## src/rtl/duty_cycle_scheduler.sv

```systemverilog
// Sweeps up to four ring oscillators and measures each one's duty over a fixed window.
// One ring is enabled at a time: it settles first, then its synchronized output is sampled.
module duty_cycle_scheduler #(
    parameter int SETTLE   = 4,
    parameter int WIN_BITS = 8
) (
    input  logic       clk,
    input  logic       rst_n,
    input  logic       start,
    input  logic       abort,
    input  logic       cont,
    input  logic [3:0] ring_mask,
    input  logic [3:0] ring_in,
    output logic [3:0] ring_en,
    output logic       busy,
    output logic       result_valid,
    output logic [1:0] result_idx,
    output logic [7:0] result_duty,
    output logic       done
);

    typedef enum logic [2:0] {
        S_IDLE,
        S_SETTLE,
        S_MEASURE,
        S_STORE,
        S_DONE
    } state_t;

    state_t              state_q;
    logic [3:0]          mask_q;
    logic [1:0]          idx_q;
    logic [3:0]          settle_cnt_q;
    logic [WIN_BITS-1:0] win_cnt_q;
    logic [8:0]          hi_cnt_q;
    logic [3:0]          sync1_q;
    logic [3:0]          sync2_q;
    logic [3:0]          ring_en_q;
    logic                busy_q;
    logic                result_valid_q;
    logic [1:0]          result_idx_q;
    logic [7:0]          result_duty_q;
    logic                done_q;

    logic [1:0] first_idx_d;
    logic [1:0] low_idx_d;
    logic [1:0] next_idx_d;
    logic       has_next_d;
    logic       ring_bit_d;

    // Descending loops let the lowest qualifying bit win.
    always_comb begin
        first_idx_d = 2'd0;
        low_idx_d   = 2'd0;
        next_idx_d  = 2'd0;
        has_next_d  = 1'b0;
        for (int i = 3; i >= 0; i--) begin
            if (ring_mask[i]) first_idx_d = 2'(i);
            if (mask_q[i]) low_idx_d = 2'(i);
            if (mask_q[i] && (i > int'(idx_q))) begin
                next_idx_d = 2'(i);
                has_next_d = 1'b1;
            end
        end
        ring_bit_d = sync2_q[idx_q];
    end

    // Outputs are registered from the current state, so they lag the state by one cycle.
    always_ff @(posedge clk or negedge rst_n) begin
        if (!rst_n) begin
            state_q        <= S_IDLE;
            mask_q         <= 4'd0;
            idx_q          <= 2'd0;
            settle_cnt_q   <= 4'd0;
            win_cnt_q      <= '0;
            hi_cnt_q       <= 9'd0;
            sync1_q        <= 4'd0;
            sync2_q        <= 4'd0;
            ring_en_q      <= 4'd0;
            busy_q         <= 1'b0;
            result_valid_q <= 1'b0;
            result_idx_q   <= 2'd0;
            result_duty_q  <= 8'd0;
            done_q         <= 1'b0;
        end else begin
            sync1_q        <= ring_in;
            sync2_q        <= sync1_q;
            result_valid_q <= 1'b0;
            done_q         <= 1'b0;
            if (abort && (state_q != S_IDLE)) begin
                state_q   <= S_IDLE;
                ring_en_q <= 4'd0;
                busy_q    <= 1'b0;
            end else begin
                case (state_q)
                    S_IDLE: begin
                        ring_en_q <= 4'd0;
                        if (start) begin
                            if (|ring_mask) begin
                                mask_q       <= ring_mask;
                                idx_q        <= first_idx_d;
                                settle_cnt_q <= 4'd0;
                                win_cnt_q    <= '0;
                                hi_cnt_q     <= 9'd0;
                                busy_q       <= 1'b1;
                                state_q      <= S_SETTLE;
                            end else begin
                                state_q <= S_DONE;
                            end
                        end
                    end
                    S_SETTLE: begin
                        ring_en_q <= 4'b0001 << idx_q;
                        if (settle_cnt_q == 4'(SETTLE - 1)) begin
                            settle_cnt_q <= 4'd0;
                            state_q      <= S_MEASURE;
                        end else begin
                            settle_cnt_q <= settle_cnt_q + 4'd1;
                        end
                    end
                    S_MEASURE: begin
                        ring_en_q <= 4'b0001 << idx_q;
                        if (ring_bit_d && !hi_cnt_q[8]) hi_cnt_q <= hi_cnt_q + 9'd1;
                        win_cnt_q <= win_cnt_q + 1'b1;
                        if (win_cnt_q == '1) state_q <= S_STORE;
                    end
                    S_STORE: begin
                        ring_en_q      <= 4'd0;
                        result_valid_q <= 1'b1;
                        result_idx_q   <= idx_q;
                        result_duty_q  <= hi_cnt_q[8] ? 8'hFF : hi_cnt_q[7:0];
                        hi_cnt_q       <= 9'd0;
                        if (has_next_d) begin
                            idx_q   <= next_idx_d;
                            state_q <= S_SETTLE;
                        end else if (cont) begin
                            idx_q   <= low_idx_d;
                            state_q <= S_SETTLE;
                        end else begin
                            state_q <= S_DONE;
                        end
                    end
                    S_DONE: begin
                        ring_en_q <= 4'd0;
                        done_q    <= 1'b1;
                        busy_q    <= 1'b0;
                        state_q   <= S_IDLE;
                    end
                    default: begin
                        ring_en_q <= 4'd0;
                        state_q   <= S_IDLE;
                    end
                endcase
            end
        end
    end

    assign ring_en      = ring_en_q;
    assign busy         = busy_q;
    assign result_valid = result_valid_q;
    assign result_idx   = result_idx_q;
    assign result_duty  = result_duty_q;
    assign done         = done_q;

endmodule

```

## config.mk

```make
export PLATFORM = sky130hd
export DESIGN_NAME = duty_cycle_scheduler
export DESIGN_NICKNAME = d
export VERILOG_FILES = /design/src/rtl/duty_cycle_scheduler.sv
export SDC_FILE = /design/constraint.sdc
export NUM_CORES = 1
export LEC_CHECK = 0
export ABC_AREA = 1
export CORE_ASPECT_RATIO = 0.75
export CORE_UTILIZATION = 30
export DETAILED_ROUTE_END_ITERATION = 8
export GPL_TIMING_DRIVEN = 1
export MAX_ROUTING_LAYER = met4
export PLACE_DENSITY = 0.44
export SLEW_MARGIN = 20
export SYNTH_ARGS = -nofsm -noshare
export SYNTH_HDL_FRONTEND = slang
export SYNTH_SLANG_ARGS = --single-unit
```

## constraint.sdc

```tcl
create_clock -name clk -period 3.6 [get_ports clk]
set_input_delay 0.9 -clock clk [delete_from_list [all_inputs] [get_ports clk]]
set_output_delay 0.9 -clock clk [all_outputs]
set_load 0.02 [all_outputs]
```

==> results.py, run 1 <==
metrics = {
    "sta": {
        "rsz0062_at_grt": "false",
        "setup-violations-final": 0,
        "max_slew.worst_pin.slew_ns": 0.547,
        "finClkSkew_ns": 0.0111,
        "tns_ns": 0,
        "layout_setup_ws_ns": 1.42,
        "max_freq_ghz": 0.459,
        "slew_headroom_pct": 63.2,
        "post-route-period-util_pct": 60.5,
        "final_hold_viol_count": 0,
        "period_needed_ns": 2.18,
        "slew_viol_final": 0,
    },
    "power": {
        "p_total_mw": 2.24,
        "ir_drop_v": 0.000299,
        "leakage_nw": 1.66,
        "power_density_nw_per_um2": 673,
    },
    "yosys": {
        "synth_edf_count": 0,
        "seq_area_frac_synth_pct": 49.7,
        "netlist_area_um2": 2770,
        "yosysWarnings": 0,
        "netlist_instances": 359,
        "yosysUniqueCellTypes": 28,
        "syn_nets": 375,
        "syn_avg_cell_area_um2": 7.72,
        "synthArstFlopShare_pct": 100,
        "ys.flop_type": "dfrtp_1",
        "ys_seq_elements": 55,
    },
    "clock_network": {
        "root_buffer": "clkbuf_16",
        "cts_tree": "yes",
        "htreeDepth": 2,
        "cts_setup_buffers": 0,
        "clk_latency_ns": 0.30,
        "clockBufferDepth": 2,
        "cts_resized": 0,
        "cts_buffers": 5,
        "postCtsHoldBufs": 0,
        "clock_sinks": 55,
        "clkTransAtPathRegs_ns": 0.08,
    },
    "placed_design": {
        "pre_cts_ws_ns": 1.11,
        "post-dp-hpwl_mm": 4.54,
        "gp_congestion": 0.789,
        "portBuffers": 29,
    },
    "global_route": {
        "grt_max_degree": 38,
        "grt_pass1_vias": 2221,
        "overflow": 0,
        "grt_util_all_layers_pct": 15.3,
        "antenna_found_initial": 0,
        "grt_pass1_wl_mm": 11.1,
    },
    "drt": {
        "drc": 0,
        "drtIter0Drc": 111,
        "wirelength_mm": 6.17,
        "antenna_left": 0,
        "first_pass_iters": 4,
        "avgRoutedWirePerCell_um": 12.3,
        "viasPerCell": 4.54,
        "vias": 2277,
    },
    "worst_setup_path": {
        "worstPathCellList": "clkdlybuf4s50_1",
        "critPathMaxStageDelay_ns": 0.61,
        "start_kind": "register",
        "path_max_fanout": 2,
        "critPathKind": "reg2out",
        "crit_path_end_kind": "output port",
        "path_delay_family": "buffers and inverters",
        "worst_path_max_delay_cell": "clkdlybuf4s50_1",
        "critical_path_arrival_ns": 1.28,
        "required_ns": 2.70,
        "worst-path-buf-inv": 1,
    },
    "die": {
        "fp.dieH_um": 85.2,
        "rows": 29,
        "dieArea_um2": 9630,
        "io_pins": 30,
        "initial_core_util_pct": 31.8,
        "coreArea_um2": 8710,
        "die_x_um": 113,
    },
    "status": {
        "status": "completed",
    },
    "final_layout": {
        "final_nets": 409,
        "multiInputGateArea_um2": 1210,
        "n_antenna_cell": 0,
        "regArea_um2": 1380,
        "drive_above_1_share_pct": 6.60,
        "fillers": 913,
        "syn2layout_area_growth_pct": 20.0,
    },
    "hold_path": {
        "hold_class": "reg2reg",
    },
    "flow_run": {
        "max_cap_viol_count": 0,
    },
}
[path summary, 6_finish.rpt]
kind                          startpoint            end  slack [ns]  cells past startpoint
setup / recovery           result_idx[1]  result_idx[1]        1.42                      1
hold / removal                sync1_q[3]     sync2_q[3]        0.35                      0
setup reg to reg              state_q[2]  result_idx[1]        1.88                      6
hold reg to reg               sync1_q[3]     sync2_q[3]        0.35                      0
max in group asynchronous          rst_n   win_cnt_q[0]        2.23                      2
min in group asynchronous          rst_n     sync2_q[0]        0.54                      1
[Yosys cell counts, types with 4 or more instances]
master   count  area share, %
dfrtp_1     55             50
o21ai_0     20            3.6
inv_1       40            5.4
nand2_1    126             17
a31oi_1      5            1.1
nand4_1      4           0.90
nand3_1     30            5.4
nor2_1      35            4.7
nor3_1       5           0.90
xor2_1       4            1.3
nand2_2      4           0.90
[report_power, final]
group / total, mW / internal (mW) / switching [mW]
sequential: 0.863 / 0.750 / 0.113
combinational: 0.886 / 0.308 / 0.577
clock: 0.491 / 0.261 / 0.230
[final cells by class]
| cell class | count | share of cell area (%) |
|---|---|---|
| Sequential cell | 55 | 41.4 |
| Clock buffer | 6 | 3.88 |
| Tap cell | 108 | 4.06 |
| Clock inverter | 2 | 0.489 |
| Inverter | 42 | 4.74 |
| Multi-Input combinational cell | 258 | 36.4 |
| Timing Repair Buffer | 31 | 9.03 |
[flip-flops by register name, summed over array words and instances, names as in the netlist]
signal and count:
hi_cnt_q 9, result_duty 8, win_cnt_q 8, mask_q 4, ring_en 4, settle_cnt_q 4
sync1_q 4, sync2_q 4, state_q 3, idx_q 2, result_idx 2, busy 1
done 1, result_valid 1
[through the flow]
step / util [%] / hold slack, ns / instances / instance area [µm²]
after detailed placement: 36.5 / 0.336 / 494 / 3180
after global routing: 38.2 / 0.366 / 502 / 3330
after CTS: 38.2 / 0.353 / 502 / 3330
after global placement: 36.5 / 0.331 / 494 / 3180
final: 38.2 / 0.350 / 502 / 3330
after floorplan: - / 0.331 / 359 / 2770
[cells in the final DEF (no fill, tap or decap)]
| master | netlist | routed |
|---|---|---|
| a21oi_1 | 3 | 3 |
| a31oi_1 | 5 | 5 |
| buf_2 | 0 | 1 |
| buf_4 | 1 | 2 |
| clkbuf_1 | 2 | 1 |
| clkbuf_16 | 0 | 5 |
| clkdlybuf4s50_1 | 0 | 28 |
| clkinvlp_4 | 0 | 1 |
| dfrtp_1 | 55 | 55 |
| ha_1 | 3 | 3 |
| inv_1 | 40 | 40 |
| inv_2 | 2 | 2 |
| inv_6 | 0 | 1 |
| mux2i_1 | 1 | 1 |
| nand2_1 | 126 | 126 |
| nand2_2 | 4 | 4 |
| nand2_4 | 3 | 3 |
| nand3_1 | 30 | 30 |
| nand3b_1 | 1 | 1 |
| nand4_1 | 4 | 4 |
| nor2_1 | 35 | 35 |
| nor2_2 | 3 | 3 |
| nor2_4 | 2 | 2 |
| nor3_1 | 5 | 5 |
| nor3b_1 | 1 | 1 |
| nor4_1 | 1 | 1 |
| o21ai_0 | 20 | 20 |
| o21ai_1 | 1 | 1 |
| o21ai_2 | 2 | 2 |
| o31ai_1 | 1 | 1 |
| xnor2_1 | 3 | 3 |
| xor2_1 | 4 | 4 |
[cells by family after synthesis]
logic type | count (synthesis) | share of synthesized area, %
multiplexers | 1 | 0.361
adder cells (fa/ha/maj) | 3 | 1.35
buffers and inverters | 46 | 6.64
XOR/XNOR | 7 | 2.21
AO/OA/AOI/OAI | 32 | 6.37
flip-flops | 55 | 49.7
AND/OR/NAND/NOR | 215 | 33.4
[per-layer routing]
metal | GRT usage, % | up-vias | part of all wire (%)
li1 | - | 1205 | -
met3 | 3.43 | 8 | 3.9
met4 | 5.38 | 0 | 1.5
met2 | 19.6 | 42 | 37
met1 | 23.0 | 1022 | 58
met5 | - | - | 0
Note: power is estimated with default switching activity, not from simulation.
==> run 2: changes to the inputs <==
Settings changed: PLACE_DENSITY 0.44 to 0.45.
Clock period 3.6 ns to 1.9 ns, I/O delays scaled along.
==> run 2 against run 1 <==
Clock-buffer cell count decreased by 1. Routed wire length is 0.49% higher. Power rose by 97%. Critical path type unchanged.
==> results.py, run 2 (synthesized netlist as in run 1, its figures left out) <==
metrics = {
    "worst_setup_path": {
        "path_delay_family": "buffers and inverters",
        "critPathMaxStageDelay_ns": 0.60,
        "reg2reg_slack_ns": 0.26,
        "worst_path_max_delay_cell": "clkdlybuf4s50_1",
        "critical_path_arrival_ns": 1.26,
        "critPathKind": "reg2out",
        "worst-path-buf-inv": 1,
        "crit_path_end_kind": "output port",
        "path_max_fanout": 2,
        "start_kind": "register",
        "required_ns": 1.42,
        "worstPathCellList": "clkdlybuf4s50_1",
    },
    "placed_design": {
        "portBuffers": 29,
        "post-dp-hpwl_mm": 4.53,
        "dp.cells": 510,
        "gp_congestion": 0.843,
        "pre_cts_ws_ns": -0.0866,
    },
    "global_route": {
        "grt_pass1_vias": 2193,
        "antenna_found_initial": 0,
        "overflow": 0,
        "grt_pass1_wl_mm": 10.7,
        "grt_max_degree": 56,
        "grt_util_all_layers_pct": 14.8,
    },
    "die": {
        "die_x_um": 113,
        "rows": 29,
        "initial_core_util_pct": 31.8,
        "dieArea_um2": 9630,
        "io_pins": 30,
        "fp.dieH_um": 85.2,
        "coreArea_um2": 8710,
    },
    "sta": {
        "finClkSkew_ns": 0.00616,
        "tns_ns": 0,
        "slew_headroom_pct": 68.7,
        "post-route-period-util_pct": 91.4,
        "slew_viol_final": 0,
        "rsz0062_at_grt": "false",
        "max_slew.worst_pin.slew_ns": 0.465,
        "max_freq_ghz": 0.576,
        "setup-violations-final": 0,
        "layout_setup_ws_ns": 0.164,
        "final_hold_viol_count": 0,
        "period_needed_ns": 1.74,
        "fin_hold_ws_ns": 0.165,
    },
    "final_layout": {
        "final_nets": 425,
        "top_register": "hi_cnt_q",
        "regArea_um2": 1380,
        "n_antenna_cell": 0,
        "syn2layout_area_growth_pct": 25.1,
        "largest_reg_flops": 9,
        "final_common_cell": "nand2_1",
        "multiInputGateArea_um2": 1210,
        "drive_above_1_share_pct": 10.5,
        "final_cell_mix": "nand2_1, dfrtp_1, inv_1",
        "finalNonFillerCells": 518,
        "fillers": 928,
    },
    "drt": {
        "drc": 0,
        "drtIter0Drc": 115,
        "vias": 2351,
        "avgRoutedWirePerCell_um": 12.0,
        "viasPerCell": 4.54,
        "antenna_left": 0,
        "first_pass_iters": 5,
        "wirelength_mm": 6.20,
    },
    "power": {
        "leakage_nw": 1.74,
        "ir_drop_v": 0.000455,
        "power_density_nw_per_um2": 1270,
    },
    "clock_network": {
        "clock_sinks": 55,
        "clockBufferDepth": 2,
        "clkTransAtPathRegs_ns": 0.08,
        "clk_latency_ns": 0.30,
        "cts_tree": "yes",
        "root_buffer": "clkbuf_16",
        "cts_setup_buffers": 0,
        "postCtsHoldBufs": 0,
        "htreeDepth": 2,
        "cts_resized": 0,
        "cts_buffers": 5,
    },
    "status": {
        "status": "completed",
    },
    "flow_run": {
        "max_cap_viol_count": 0,
    },
    "hold_path": {
        "hold_class": "in2async",
    },
}
## run 2: power breakdown
| group | switching [mW] | internal (mW) | total (mW) |
|---|---|---|---|
| clock | 0.467 | 0.504 | 0.971 |
| combinational | 1.11 | 0.712 | 1.82 |
| sequential | 0.205 | 1.42 | 1.62 |
## run 2: area by class of cell
cell class              count  area share [%]
clock inverters             3           0.794
flip-flops and latches     55            39.7
inverters                  42            4.55
repair buffers             47            12.5
clock buffers               5            3.61
multi-input cells         258            34.9
well taps                 108            3.90
## run 2: path summary, 6_finish.rpt
| kind | startpoint | to | cells after the start |
|---|---|---|---|
| setup / recovery | result_duty[2] | result_duty[2] | 1 |
| setup reg to reg | win_cnt_q[0] | state_q[1] | 8 |
| max in group asynchronous | rst_n | state_q[2] | 2 |
| hold reg to reg | sync1_q[3] | sync2_q[3] | 0 |
| hold / removal | rst_n | sync1_q[1] | 2 |
| min in group clk | sync1_q[3] | sync2_q[3] | 0 |
## run 2: per-layer routing
metal,up-vias,routed length (µm),GRT usage [%],part of all wire (%)
met3,8,293,3.57,4.7
li1,1246,-,-,-
met2,48,2410,19.7,39
met5,-,0,-,0
met1,1049,3400,21.4,55
met4,0,97,5.38,1.6
## run 2: stage by stage
step / area [µm²] / utilization [%] / power (mW)
4_1_cts: 3470 / 39.8 / 4.49
3_3_place_gp: 3310 / 38.0 / 3.50
5_1_grt: 3470 / 39.8 / 4.78
2_1_floorplan: 2770 / - / 2.78
6_report: 3470 / 39.8 / 4.42
3_5_place_dp: 3310 / 38.0 / 3.49
==> run 3: changes to the inputs <==
Settings changed: CORE_MARGIN from default to 4.
==> run 3 against run 2 <==
Hold slack better by 0.0063 ns. Final area up 1.0%. Flip-flop and latch count unchanged. Via count down 4.1%. Global-route usage down 1.7 points. Worst setup slack worse by 0.010 ns. Clock power up 9%. Critical endpoint unchanged.
==> results.py, run 3 (synthesized netlist as in run 1, its figures left out) <==
metrics = {
    "status": {
        "status": "completed",
    },
    "drt": {
        "routed-wl-met3_um": 150,
        "drc": 0,
        "antenna_left": 0,
        "wirelength_mm": 6.32,
        "wl_met1_mm": 3.63,
        "first_pass_iters": 6,
        "avgRoutedWirePerCell_um": 12.2,
        "vias": 2254,
        "dr_wl_met2_mm": 2.48,
        "viasPerCell": 4.33,
        "drtIter0Drc": 185,
        "routed.top_layer": "met4",
    },
    "clock_network": {
        "root_buffer": "clkbuf_16",
        "cts_buffers": 5,
        "clk_latency_ns": 0.29,
        "cts_resized": 0,
        "postCtsHoldBufs": 0,
        "clock_sinks": 55,
        "cts_setup_buffers": 0,
        "htreeDepth": 2,
        "clkTransAtPathRegs_ns": 0.07,
        "cts_tree": "yes",
        "clockBufferDepth": 2,
    },
    "global_route": {
        "overflow": 0,
        "grt_pass1_wl_mm": 11.0,
        "grt_max_degree": 56,
        "grt_pass1_vias": 2162,
        "antenna_found_initial": 0,
        "grt_util_all_layers_pct": 13.1,
    },
    "worst_setup_path": {
        "r2r_start": "win_cnt_q[0]",
        "path_delay_family": "buffers and inverters",
        "path_max_fanout": 2,
        "worstPathCellList": "clkdlybuf4s50_1",
        "rr_worst_depth": 8,
        "critical_path_arrival_ns": 1.27,
        "crit_path_end_kind": "output port",
        "worst-path-buf-inv": 1,
        "critPathKind": "reg2out",
        "required_ns": 1.42,
        "critPathMaxStageDelay_ns": 0.61,
        "reg2reg_slack_ns": 0.31,
        "start_kind": "register",
        "reg2reg_to": "state_q[1]",
        "worst_path_max_delay_cell": "clkdlybuf4s50_1",
    },
    "sta": {
        "setup-violations-final": 0,
        "slew_viol_final": 0,
        "max_slew.worst_pin.slew_ns": 0.342,
        "max_freq_ghz": 0.572,
        "layout_setup_ws_ns": 0.153,
        "period_needed_ns": 1.75,
        "finClkSkew_ns": 0.00497,
        "tns_ns": 0,
        "rsz0062_at_grt": "false",
        "final_hold_viol_count": 0,
        "slew_headroom_pct": 77.0,
        "post-route-period-util_pct": 91.9,
    },
    "power": {
        "power_density_nw_per_um2": 1310,
        "leakage_nw": 1.75,
        "ir_drop_v": 0.000530,
    },
    "flow_run": {
        "max_cap_viol_count": 0,
    },
    "final_layout": {
        "final_common_cell": "nand2_1",
        "final_cell_mix": "nand2_1, dfrtp_1, inv_1",
        "top_register": "hi_cnt_q",
        "drive_above_1_share_pct": 10.0,
        "syn2layout_area_growth_pct": 26.3,
        "largest_reg_flops": 9,
        "final_nets": 423,
        "n_antenna_cell": 0,
    },
    "placed_design": {
        "gp_congestion": 0.837,
        "portBuffers": 29,
        "pre_cts_ws_ns": -0.0764,
        "post-dp-hpwl_mm": 4.74,
    },
    "hold_path": {
        "hold_class": "in2async",
    },
    "die": {
        "dieArea_um2": 10900,
        "io_pins": 30,
        "die_x_um": 119,
        "initial_core_util_pct": 30.8,
        "fp.dieH_um": 91.2,
        "coreArea_um2": 9010,
        "rows": 30,
    },
}
==> run 3: cell count changes in the layout (fill, tap and decap cells not counted) <==
cell        change
clkinv_4        +1
clkinvlp_4      -1
inv_8           -1
buf_4           -4
bufinv_16       +1
buf_12          +2
==> run 3: metrics by stage <==
step / cells / total power [mW] / util, % / hold slack [ns] / instance area [µm²]
after global placement: 512 / 3.59 / 36.9 / 0.334 / 3330
after floorplan: 359 / 2.78 / - / 0.179 / 2770
final: 520 / 4.59 / 38.9 / 0.172 / 3500
after detailed placement: 512 / 3.57 / 36.9 / 0.335 / 3330
after CTS: 520 / 4.67 / 38.9 / 0.183 / 3500
after global routing: 520 / 4.98 / 38.9 / 0.190 / 3500
==> run 3: how the worst max path moves through the flow <==
stage / start / endpoint / cells after the start
final: result_duty[2] / result_duty[2] / 1
after global routing: ring_mask[2] / hi_cnt_q[7] / 9
after CTS: result_idx[1] / result_idx[1] / 1
after detailed placement: ring_mask[2] / hi_cnt_q[7] / 9
after global placement: ring_mask[2] / hi_cnt_q[7] / 9
after floorplan: state_q[1] / win_cnt_q[0] / 9
==> run 3: power by group <==
part / internal, mW / switching [mW] / total, mW
Combinational: 0.759 / 1.14 / 1.90
Sequential: 1.42 / 0.208 / 1.63
Clock: 0.629 / 0.433 / 1.06
Total: 2.81 / 1.78 / 4.59
==> run 3: cell type report <==
cell class	instances	area, µm²
inverter	42	158
multi-input combinational	258	1210
fill	937	5510
timing repair buffer	45	443
clock buffer	5	125
sequential	55	1380
tap	112	140
clock inverter	3	47.5
==> run 3: per-layer routing <==
metal | vias to the layer above | GRT usage, %
met5 | - | -
met4 | 0 | 4.05
met3 | 4 | 3.36
met2 | 20 | 17.6
met1 | 1000 | 19.1
li1 | 1230 | -
